$ cat config.mk
export PLATFORM = sky130hd
export DESIGN_NAME = alu_sequencer_flat
export DESIGN_NICKNAME = d
export VERILOG_FILES = /design/src/rtl/alu_seq_pkg.sv /design/src/rtl/alu_sequencer_if.sv /design/src/rtl/alu_seq_regfile.sv /design/src/rtl/alu_sequencer.sv /design/src/flat_wrapper.sv
export SDC_FILE = /design/constraint.sdc
export NUM_CORES = 1
export LEC_CHECK = 0
export CAP_MARGIN = 40
export CORE_AREA = 2 2 128 105
export DETAILED_ROUTE_END_ITERATION = 8
export DIE_AREA = 0 0 130 107
export PLACE_DENSITY = 0.76
export SYNTH_ARGS = -nofsm -noshare
export SYNTH_HDL_FRONTEND = slang
export SYNTH_SLANG_ARGS = --single-unit
export TNS_END_PERCENT = 30
$ cat constraint.sdc
create_clock -name clk -period 1.45 [get_ports clk]
set_input_delay 0.29 -clock clk [delete_from_list [all_inputs] [get_ports clk]]
set_output_delay 0.29 -clock clk [all_outputs]
set_load 0.02 [all_outputs]
$ cat src/rtl/alu_seq_pkg.sv
// Shared constants, op encodings and FSM state type for the ALU sequencer.
// Optional readback port is enabled by defining ALU_SEQ_READBACK_EN.
package alu_seq_pkg;

   localparam int unsigned DATA_W = 16;
   localparam int unsigned NREG   = 4;
   localparam int unsigned ADDR_W = 2;
   localparam int unsigned OP_W   = 2;

   localparam logic [OP_W-1:0] OP_ADD = 2'b00;
   localparam logic [OP_W-1:0] OP_SUB = 2'b01;
   localparam logic [OP_W-1:0] OP_INC = 2'b10;
   localparam logic [OP_W-1:0] OP_XOR = 2'b11;

   typedef enum logic [1:0] {
      ST_IDLE = 2'd0,
      ST_EXEC = 2'd1,
      ST_WB   = 2'd2
   } state_e;

endpackage

$ cat src/rtl/alu_sequencer_if.sv
// Command handshake and direct-load bus of the ALU sequencer.
interface alu_sequencer_if;

   logic                              cmd_valid;
   logic                              cmd_ready;
   logic [alu_seq_pkg::OP_W-1:0]      cmd_op;
   logic [alu_seq_pkg::ADDR_W-1:0]    cmd_srca;
   logic [alu_seq_pkg::ADDR_W-1:0]    cmd_srcb;
   logic [alu_seq_pkg::ADDR_W-1:0]    cmd_dst;
   logic                              ld_valid;
   logic [alu_seq_pkg::ADDR_W-1:0]    ld_addr;
   logic [alu_seq_pkg::DATA_W-1:0]    ld_data;

   modport master (
      output cmd_valid, cmd_op, cmd_srca, cmd_srcb, cmd_dst,
      output ld_valid, ld_addr, ld_data,
      input  cmd_ready
   );

   modport slave (
      input  cmd_valid, cmd_op, cmd_srca, cmd_srcb, cmd_dst,
      input  ld_valid, ld_addr, ld_data,
      output cmd_ready
   );

endinterface

$ cat src/rtl/alu_seq_regfile.sv
// 4x16 register file: two combinational read ports, load and writeback write ports.
// Writeback beats a load to the same address. ALU_SEQ_READBACK_EN adds a third read port.
module alu_seq_regfile
   import alu_seq_pkg::*;
(
   input  logic              clk,
   input  logic              rst_n,
   input  logic [ADDR_W-1:0] rd_addr_a,
   input  logic [ADDR_W-1:0] rd_addr_b,
   output logic [DATA_W-1:0] rd_data_a,
   output logic [DATA_W-1:0] rd_data_b,
   input  logic              ld_en,
   input  logic [ADDR_W-1:0] ld_addr,
   input  logic [DATA_W-1:0] ld_data,
   input  logic              wb_en,
   input  logic [ADDR_W-1:0] wb_addr,
   input  logic [DATA_W-1:0] wb_data
`ifdef ALU_SEQ_READBACK_EN
   ,
   input  logic [ADDR_W-1:0] rb_addr,
   output logic [DATA_W-1:0] rb_data
`endif
);

   logic [DATA_W-1:0] regs [NREG];

   // Reads see pre-edge contents, so an accept reads before any same-edge write.
   assign rd_data_a = regs[rd_addr_a];
   assign rd_data_b = regs[rd_addr_b];
`ifdef ALU_SEQ_READBACK_EN
   assign rb_data   = regs[rb_addr];
`endif

   always_ff @(posedge clk or negedge rst_n) begin
      if (!rst_n) begin
         regs <= '{default: '0};
      end else begin
         for (int i = 0; i < int'(NREG); i++) begin
            if (wb_en && (wb_addr == ADDR_W'(i))) begin
               regs[i] <= wb_data;
            end else if (ld_en && (ld_addr == ADDR_W'(i))) begin
               regs[i] <= ld_data;
            end
         end
      end
   end

endmodule

$ cat src/rtl/alu_sequencer.sv
// Three-state sequencer driving an external ALU and writing its result back to the register file.
// Define ALU_SEQ_READBACK_EN to add the rd_addr/rd_data register readback port.
module alu_sequencer
   import alu_seq_pkg::*;
(
   input  logic              clk,
   input  logic              rst_n,
   alu_sequencer_if.slave    bus,
   output logic [DATA_W-1:0] Data_A,
   output logic [DATA_W-1:0] Data_B,
   output logic [OP_W-1:0]   op_sel,
   input  logic [DATA_W-1:0] ALU_out,
   input  logic              Zero,
   output logic              done,
   output logic [DATA_W-1:0] result,
   output logic              zero_flag
`ifdef ALU_SEQ_READBACK_EN
   ,
   input  logic [ADDR_W-1:0] rd_addr,
   output logic [DATA_W-1:0] rd_data
`endif
);

   state_e            state;
   state_e            state_nxt;
   logic              accept_c;
   logic              capture_c;
   logic              wb_c;
   logic [ADDR_W-1:0] dst;
   logic [DATA_W-1:0] rd_a_c;
   logic [DATA_W-1:0] rd_b_c;
`ifdef ALU_SEQ_READBACK_EN
   logic [DATA_W-1:0] rb_data_c;
`endif

   alu_seq_regfile u_regfile (
      .clk       (clk),
      .rst_n     (rst_n),
      .rd_addr_a (bus.cmd_srca),
      .rd_addr_b (bus.cmd_srcb),
      .rd_data_a (rd_a_c),
      .rd_data_b (rd_b_c),
      .ld_en     (bus.ld_valid),
      .ld_addr   (bus.ld_addr),
      .ld_data   (bus.ld_data),
      .wb_en     (wb_c),
      .wb_addr   (dst),
      .wb_data   (result)
`ifdef ALU_SEQ_READBACK_EN
      ,
      .rb_addr   (rd_addr),
      .rb_data   (rb_data_c)
`endif
   );

   always_ff @(posedge clk or negedge rst_n) begin
      if (!rst_n) state <= ST_IDLE;
      else        state <= state_nxt;
   end

   always_comb begin
      state_nxt = state;
      case (state)
         ST_IDLE: if (bus.cmd_valid) state_nxt = ST_EXEC;
         ST_EXEC: state_nxt = ST_WB;
         ST_WB:   state_nxt = ST_IDLE;
         default: state_nxt = ST_IDLE;
      endcase
   end

   always_comb begin
      accept_c  = 1'b0;
      capture_c = 1'b0;
      wb_c      = 1'b0;
      case (state)
         ST_IDLE: accept_c  = bus.cmd_valid;
         ST_EXEC: capture_c = 1'b1;
         ST_WB:   wb_c      = 1'b1;
         default: ;
      endcase
   end

   // Handshake and completion flags are registered from the next state.
   always_ff @(posedge clk or negedge rst_n) begin
      if (!rst_n) begin
         bus.cmd_ready <= 1'b1;
         done          <= 1'b0;
      end else begin
         bus.cmd_ready <= (state_nxt == ST_IDLE);
         done          <= (state_nxt == ST_WB);
      end
   end

   // Operands hold until the next accept; zero_flag only follows SUB.
   always_ff @(posedge clk or negedge rst_n) begin
      if (!rst_n) begin
         Data_A    <= '0;
         Data_B    <= '0;
         op_sel    <= OP_ADD;
         dst       <= '0;
         result    <= '0;
         zero_flag <= 1'b0;
      end else begin
         if (accept_c) begin
            Data_A <= rd_a_c;
            Data_B <= rd_b_c;
            op_sel <= bus.cmd_op;
            dst    <= bus.cmd_dst;
         end
         if (capture_c) begin
            result <= ALU_out;
            if (op_sel == OP_SUB) zero_flag <= Zero;
         end
      end
   end

`ifdef ALU_SEQ_READBACK_EN
   always_ff @(posedge clk or negedge rst_n) begin
      if (!rst_n) rd_data <= '0;
      else        rd_data <= rb_data_c;
   end
`endif

endmodule

$ cat src/flat_wrapper.sv
// flat-port wrapper written by rule: the top's interface ports become plain ports
module alu_sequencer_flat import alu_seq_pkg::*;
  (clk, rst_n, Data_A, Data_B, op_sel, ALU_out, Zero, done, result, zero_flag, bus_cmd_valid, bus_cmd_op, bus_cmd_srca, bus_cmd_srcb, bus_cmd_dst, bus_ld_valid, bus_ld_addr, bus_ld_data, bus_cmd_ready);
  alu_sequencer_if bus_i ();
  input  logic clk;
  input  logic rst_n;
  output logic [DATA_W-1:0] Data_A;
  output logic [DATA_W-1:0] Data_B;
  output logic [OP_W-1:0] op_sel;
  input  logic [DATA_W-1:0] ALU_out;
  input  logic Zero;
  output logic done;
  output logic [DATA_W-1:0] result;
  output logic zero_flag;
  input wire logic [$bits(bus_i.cmd_valid)-1:0] bus_cmd_valid;
  input wire logic [$bits(bus_i.cmd_op)-1:0] bus_cmd_op;
  input wire logic [$bits(bus_i.cmd_srca)-1:0] bus_cmd_srca;
  input wire logic [$bits(bus_i.cmd_srcb)-1:0] bus_cmd_srcb;
  input wire logic [$bits(bus_i.cmd_dst)-1:0] bus_cmd_dst;
  input wire logic [$bits(bus_i.ld_valid)-1:0] bus_ld_valid;
  input wire logic [$bits(bus_i.ld_addr)-1:0] bus_ld_addr;
  input wire logic [$bits(bus_i.ld_data)-1:0] bus_ld_data;
  output wire logic [$bits(bus_i.cmd_ready)-1:0] bus_cmd_ready;
  assign bus_i.cmd_valid = bus_cmd_valid;
  assign bus_i.cmd_op = bus_cmd_op;
  assign bus_i.cmd_srca = bus_cmd_srca;
  assign bus_i.cmd_srcb = bus_cmd_srcb;
  assign bus_i.cmd_dst = bus_cmd_dst;
  assign bus_i.ld_valid = bus_ld_valid;
  assign bus_i.ld_addr = bus_ld_addr;
  assign bus_i.ld_data = bus_ld_data;
  assign bus_cmd_ready = bus_i.cmd_ready;
  alu_sequencer u_core (.clk(clk), .rst_n(rst_n), .bus(bus_i), .Data_A(Data_A), .Data_B(Data_B), .op_sel(op_sel), .ALU_out(ALU_out), .Zero(Zero), .done(done), .result(result), .zero_flag(zero_flag));
endmodule
Word level (Yosys, flattened, before mapping)
Index checks and enable logic that the tools add are counted.
Widths: inputs -> output; s select.
{"block": "totals", "in_bits": 47, "mem_count": 0, "wordCells": 63, "latchBits": 0, "mem_bits_ro": 0, "regBits": 121, "mem_bits_rw": 0, "out_inout_bits": 53}
{"block": "classes", "n_lt_le_gt_ge": 2, "add_sub_neg": 0, "div": 0, "n_reduce_logical": 17, "bitwise": 2, "n_shift": 0, "n_mul": 0, "eq_ne": 10, "n_mux": 19}
{"operator": "$mux 16", "count": 12}
{"operator": "$bmux 16 s2", "count": 2}
{"operator": "$eq 2x2->1 const B", "count": 6}
{"operator": "$eq 2x1->1 const B", "count": 4}
{"operator": "$logic_and 1x1->1", "count": 8}
{"operator": "$logic_not 2->1", "count": 4}
{"operator": "$reduce_bool 2->1", "count": 4}
{"operator": "$ge 3x3->1 const B", "count": 2}
{"operator": "$not 2->3", "count": 2}
{"operator": "$pmux 2 s2", "count": 1}
{"operator": "$mux 1", "count": 3}
{"operator": "$mux 2", "count": 1}
{"operator": "$reduce_and 2->1", "count": 1}

Depth between registers and ports, before layout
{"block": "depth", "depth_word": 4, "ltp_mapped": 6, "depth_no_buf": 3}

Hierarchy
A second synthesis with hierarchy kept.
{"block": "unflattened", "cells_unflattened": 521, "area_unflattened_um2": 6035.8}
{"mod": "alu_seq_regfile", "area_each_um2": 3742.3, "cells_per_inst": 400, "instances": 1, "seq_area_each_um2": 1601.5}
{"mod": "alu_sequencer", "area_each_um2": 2293.4, "cells_per_inst": 121, "instances": 1, "seq_area_each_um2": 1402.6}

Worst setup path after synthesis
No wires, ideal clock.
{"block": "synth_path", "path_type": "register -> register", "start": "reg u_core.state[1]", "end": "reg u_core.Data_A[14]", "required_time_ns": 1.307, "setup_time_ns": 0.143, "arrival_time_ns": 1.285, "slack_ns": 0.022, "path_buffers": 3, "stages_incl_launch_ff": 7, "period_less_slack_ns": 1.428, "path_cell_list": "dfrtp_1 buf_6 or3b_1 buf_6 buf_6 nand2_1 o221ai_1"}
{"block": "synth_via", "elab_chain_cells": 2}
{"element": "from (decl)", "line_no": "alu_sequencer.sv:24", "rtl": "state_e state;"}
{"element": "from (signal assigned)", "line_no": "alu_sequencer.sv:58", "rtl": "else state <= state_nxt;"}
{"element": "$logic_not 2->1", "line_no": "alu_sequencer.sv:75", "rtl": "case (state)"}
{"element": "$mux 1", "line_no": "alu_sequencer.sv:75"}
{"element": "to (signal assigned)", "line_no": "alu_sequencer.sv:105", "rtl": "Data_A <= rd_a_c;"}
{"element": "to (decl)", "line_no": "alu_sequencer.sv:9", "rtl": "output logic [DATA_W-1:0] Data_A,"}
Every way passes these cells.
A chain may end at the register's enable or synchronous reset.

Worst setup path after layout
{"block": "layout_path", "start": "reg u_core.state[1]", "end": "reg u_core.u_regfile.regs[53] (netlist name)"}
{"block": "layout_via", "elab_chain_cells": 4, "elab_cells_between_ends": 5, "cone_classes": "eq/ne (1); mux (2); reduce/logical (2)"}
{"element": "$eq 2x2->1 *", "line_no": "alu_sequencer.sv:75"}
{"element": "$mux 1 *", "line_no": "alu_sequencer.sv:75"}
{"element": "$logic_and 1x1->1 *", "line_no": "alu_seq_regfile.sv:39", "rtl": "if (wb_en && (wb_addr == ADDR_W'(i))) begin"}
{"element": "$mux 16 / $reduce_bool 2->1 (equally long branches)"}
{"element": "to (signal, indexed assignment)", "line_no": "alu_seq_regfile.sv:40", "rtl": "regs[i] <= wb_data;"}
{"element": "to (signal, indexed assignment)", "line_no": "alu_seq_regfile.sv:42", "rtl": "regs[i] <= ld_data;"}
{"element": "to (decl)", "line_no": "alu_seq_regfile.sv:25", "rtl": "logic [DATA_W-1:0] regs [NREG];"}
Mark *: on every way between the ends. The rest lies on a longest branch, timed or not.

==> results.py <==
metrics = {
    "status": {
        "status": "finished, violations left",
        "violations": "setup timing",
    },
    "placed_design": {
        "place.gp.congestion": 0.796,
        "place_ws_ps": -375,
        "placed_area_um2": 7560,
        "dpl.hpwl_mm": 10.4,
        "io_buffers": 99,
        "post-place-cells": 804,
    },
    "synthesis": {
        "dominantRegCellSynth": "dfrtp_1",
        "synth_edf_count": 0,
        "synth_area_per_cell_um2": 11.6,
        "ys_types": 28,
        "ys_seq_area_share_pct": 49.9,
        "syn-cell-area_um2": 6060,
        "async_flop_share_pct": 100,
        "ys_seq_elements": 121,
        "yosysWarningCount": 0,
        "synth_fp_nets": 569,
        "syn-instance-count": 522,
    },
    "floorplanning": {
        "coreArea_um2": 12600,
        "dieHeight_um": 107,
        "ioPinCount": 100,
        "num_rows": 37,
        "initial_core_util_pct": 48.0,
        "die_w_um": 130,
        "die_area_um2": 13900,
    },
    "critical_path": {
        "critPathTopFamily": "buffers and inverters",
        "path_max_fanout": 6,
        "crit_type": "reg -> reg",
        "cp-start-kind": "flop",
        "crit_slowest_cell": "dfrtp_1",
        "path_common_cell": "buf_6",
        "worstPathCellList": "buf_6 > buf_6 > nor4b_4 > buf_6 > clkbuf_16 > o21ai_0",
        "crit_buf_inv": 4,
        "cpPeakStageDelay_ps": 420,
        "arrival_ps": 1740,
        "end_kind": "flop",
        "required_ps": 1740,
    },
    "detailed_routing": {
        "wirelength_mm": 16.7,
        "drt_iter0_markers": 425,
        "firstDrtPassIters": 6,
        "routed_via_density": 5.71,
        "routedWlPerCell_um": 19.9,
        "ant_nets": 0,
        "vias": 4800,
        "drc": 0,
    },
    "timing": {
        "setup_viol": 2,
        "tightestPinTransition_ps": 337,
        "min_period_over_period_pct": 100,
        "rsz0062_at_grt": "true",
        "finalHoldViolCount": 0,
        "maxSlewHeadroom_pct": 77.6,
        "slew_violations": 0,
        "layout_setup_ws_ps": -3.92,
        "tns_ps": -7.09,
        "clock_skew_ps": 6.82,
        "max_clock_freq_ghz": 0.688,
        "holdWs_ps": 320,
        "min_period_ps": 1450,
    },
    "power_and_ir_drop": {
        "ir_worst_vdd_mv": 1.07,
        "p_per_area_nw_per_um2": 1870,
        "p_leak_nw": 3.99,
    },
    "clock_tree": {
        "root_buffer": "clkbuf_16",
        "clock-sinks": 121,
        "htreeDepth": 4,
        "cts_buffers": 17,
        "clk_pin_slew_ps": 50,
        "cts_tree": "built",
        "cts_buffer_depth": 2,
        "clock_latency_ps": 410,
    },
    "layout": {
        "layout_common_cells": "mux2i_1, dfrtp_1, nand2_1, clkdlybuf4s50_1, dlygate4sd2_1",
        "diodes": 0,
        "design_area_um2": 8260,
        "layout-drive-gt1-share_pct": 21.7,
        "stdcell_count": 840,
        "final_nets": 700,
        "final_common_cell": "mux2i_1",
        "area_growth_pct": 36.1,
    },
    "global_routing": {
        "grt_pass1_wl_mm": 25.6,
        "grt_pass1_vias": 4865,
        "track_usage_pct": 24.2,
        "antenna_found_initial": 0,
        "grt-ovfl-total": 0,
        "grt_max_degree": 43,
    },
    "run": {
        "maxCapViolCount": 0,
    },
    "worst_hold_path": {
        "worst_hold_path_type": "in -> async",
    },
}
-- layer usage --
layer | vias to the layer above | GRT usage (%) | share of wire, %
li1 | 2166 | - | -
met1 | 2414 | 31.2 | 41
met2 | 201 | 40.8 | 51
met3 | 19 | 5.24 | 6.6
met4 | 0 | 7.45 | 1.2
met5 | - | 0 | 0
-- report_power, final --
group	leakage (nW)	internal, mW	switching (mW)
clock	0.292	2.63	1.47
combinational	2.26	2.52	2.87
sequential	1.44	4.83	1.13
total	3.99	9.97	5.46
-- final cells by class --
cell class	count	area [µm²]
Timing Repair Buffer	152	1590
Tap cell	175	219
Fill cell	963	4380
Inverter	1	3.75
Multi-Input combinational cell	360	2850
Clock inverter	10	100
Sequential cell	121	3030
Clock buffer	21	470
-- cell families after synthesis --
family,Yosys count,share of synthesized area (%)
AO/OA/AOI/OAI,96,12.0
buffers and inverters,41,4.31
flip-flops,121,49.9
multiplexers,149,25.3
AND/OR/NAND/NOR,115,8.50
-- state kept, by name, summed over array words and instances, names as in the netlist --
signal and count:
u_core.u_regfile.regs 64, u_core.Data_A 16, u_core.Data_B 16, u_core.result 16, u_core.dst 2, u_core.op_sel 2, u_core.state 2, u_core.bus.cmd_ready 1
u_core.done 1, u_core.zero_flag 1
-- synthesized netlist by cell type, types with 2 or more instances --
| cell | count | area [µm²] |
|---|---|---|
| mux2_4 | 4 | 60.1 |
| nor2_1 | 17 | 63.8 |
| o221ai_1 | 12 | 105 |
| dfrtp_1 | 120 | 3000 |
| o21ai_0 | 31 | 155 |
| nor2b_1 | 3 | 18.8 |
| buf_6 | 8 | 90.1 |
| or3_1 | 2 | 12.5 |
| o221ai_2 | 20 | 300 |
| buf_2 | 16 | 80.1 |
| a21oi_1 | 16 | 80.1 |
| nand3b_1 | 5 | 37.5 |
| o21ai_1 | 17 | 85.1 |
| buf_4 | 3 | 22.5 |
| or3b_1 | 2 | 17.5 |
| mux2i_1 | 128 | 1280 |
| clkbuf_1 | 11 | 41.3 |
| mux2_2 | 17 | 191 |
| and4bb_1 | 2 | 25.0 |
| nand2_1 | 80 | 300 |
-- metrics by stage --
step / power [mW] / util (%)
4_1_cts: 15.3 / 64.0
3_5_place_dp: 11.6 / 59.8
6_report: 15.4 / 65.3
3_3_place_gp: 11.3 / 59.8
2_1_floorplan: 8.94 / -
5_1_grt: 16.2 / 65.3
-- worst paths after layout --
kind                                        from                         to  slack, ps  cells past startpoint
worst max-delay path             u_core.state[1]  u_core.u_regfile.regs[53]         -4                      6
min in group clk                     ALU_out[11]          u_core.result[11]        480                      2
worst min register to register  u_core.Data_A[7]           u_core.Data_A[7]        490                      2
max in group asynchronous                  rst_n              u_core.dst[1]        590                      3
worst max register to register   u_core.state[1]  u_core.u_regfile.regs[53]         -4                      6
worst min-delay path                       rst_n           u_core.result[8]        320                      2
-- what timing repair did --
item,CTS,global route
endpoints found under the hold margin,17,0
setup endpoints to repair,79,75
gates cloned,0,3
buffers inserted,0,1
gates resized for setup,59,39
hold buffers,1,0
Note: power is estimated with default switching activity, not from simulation.
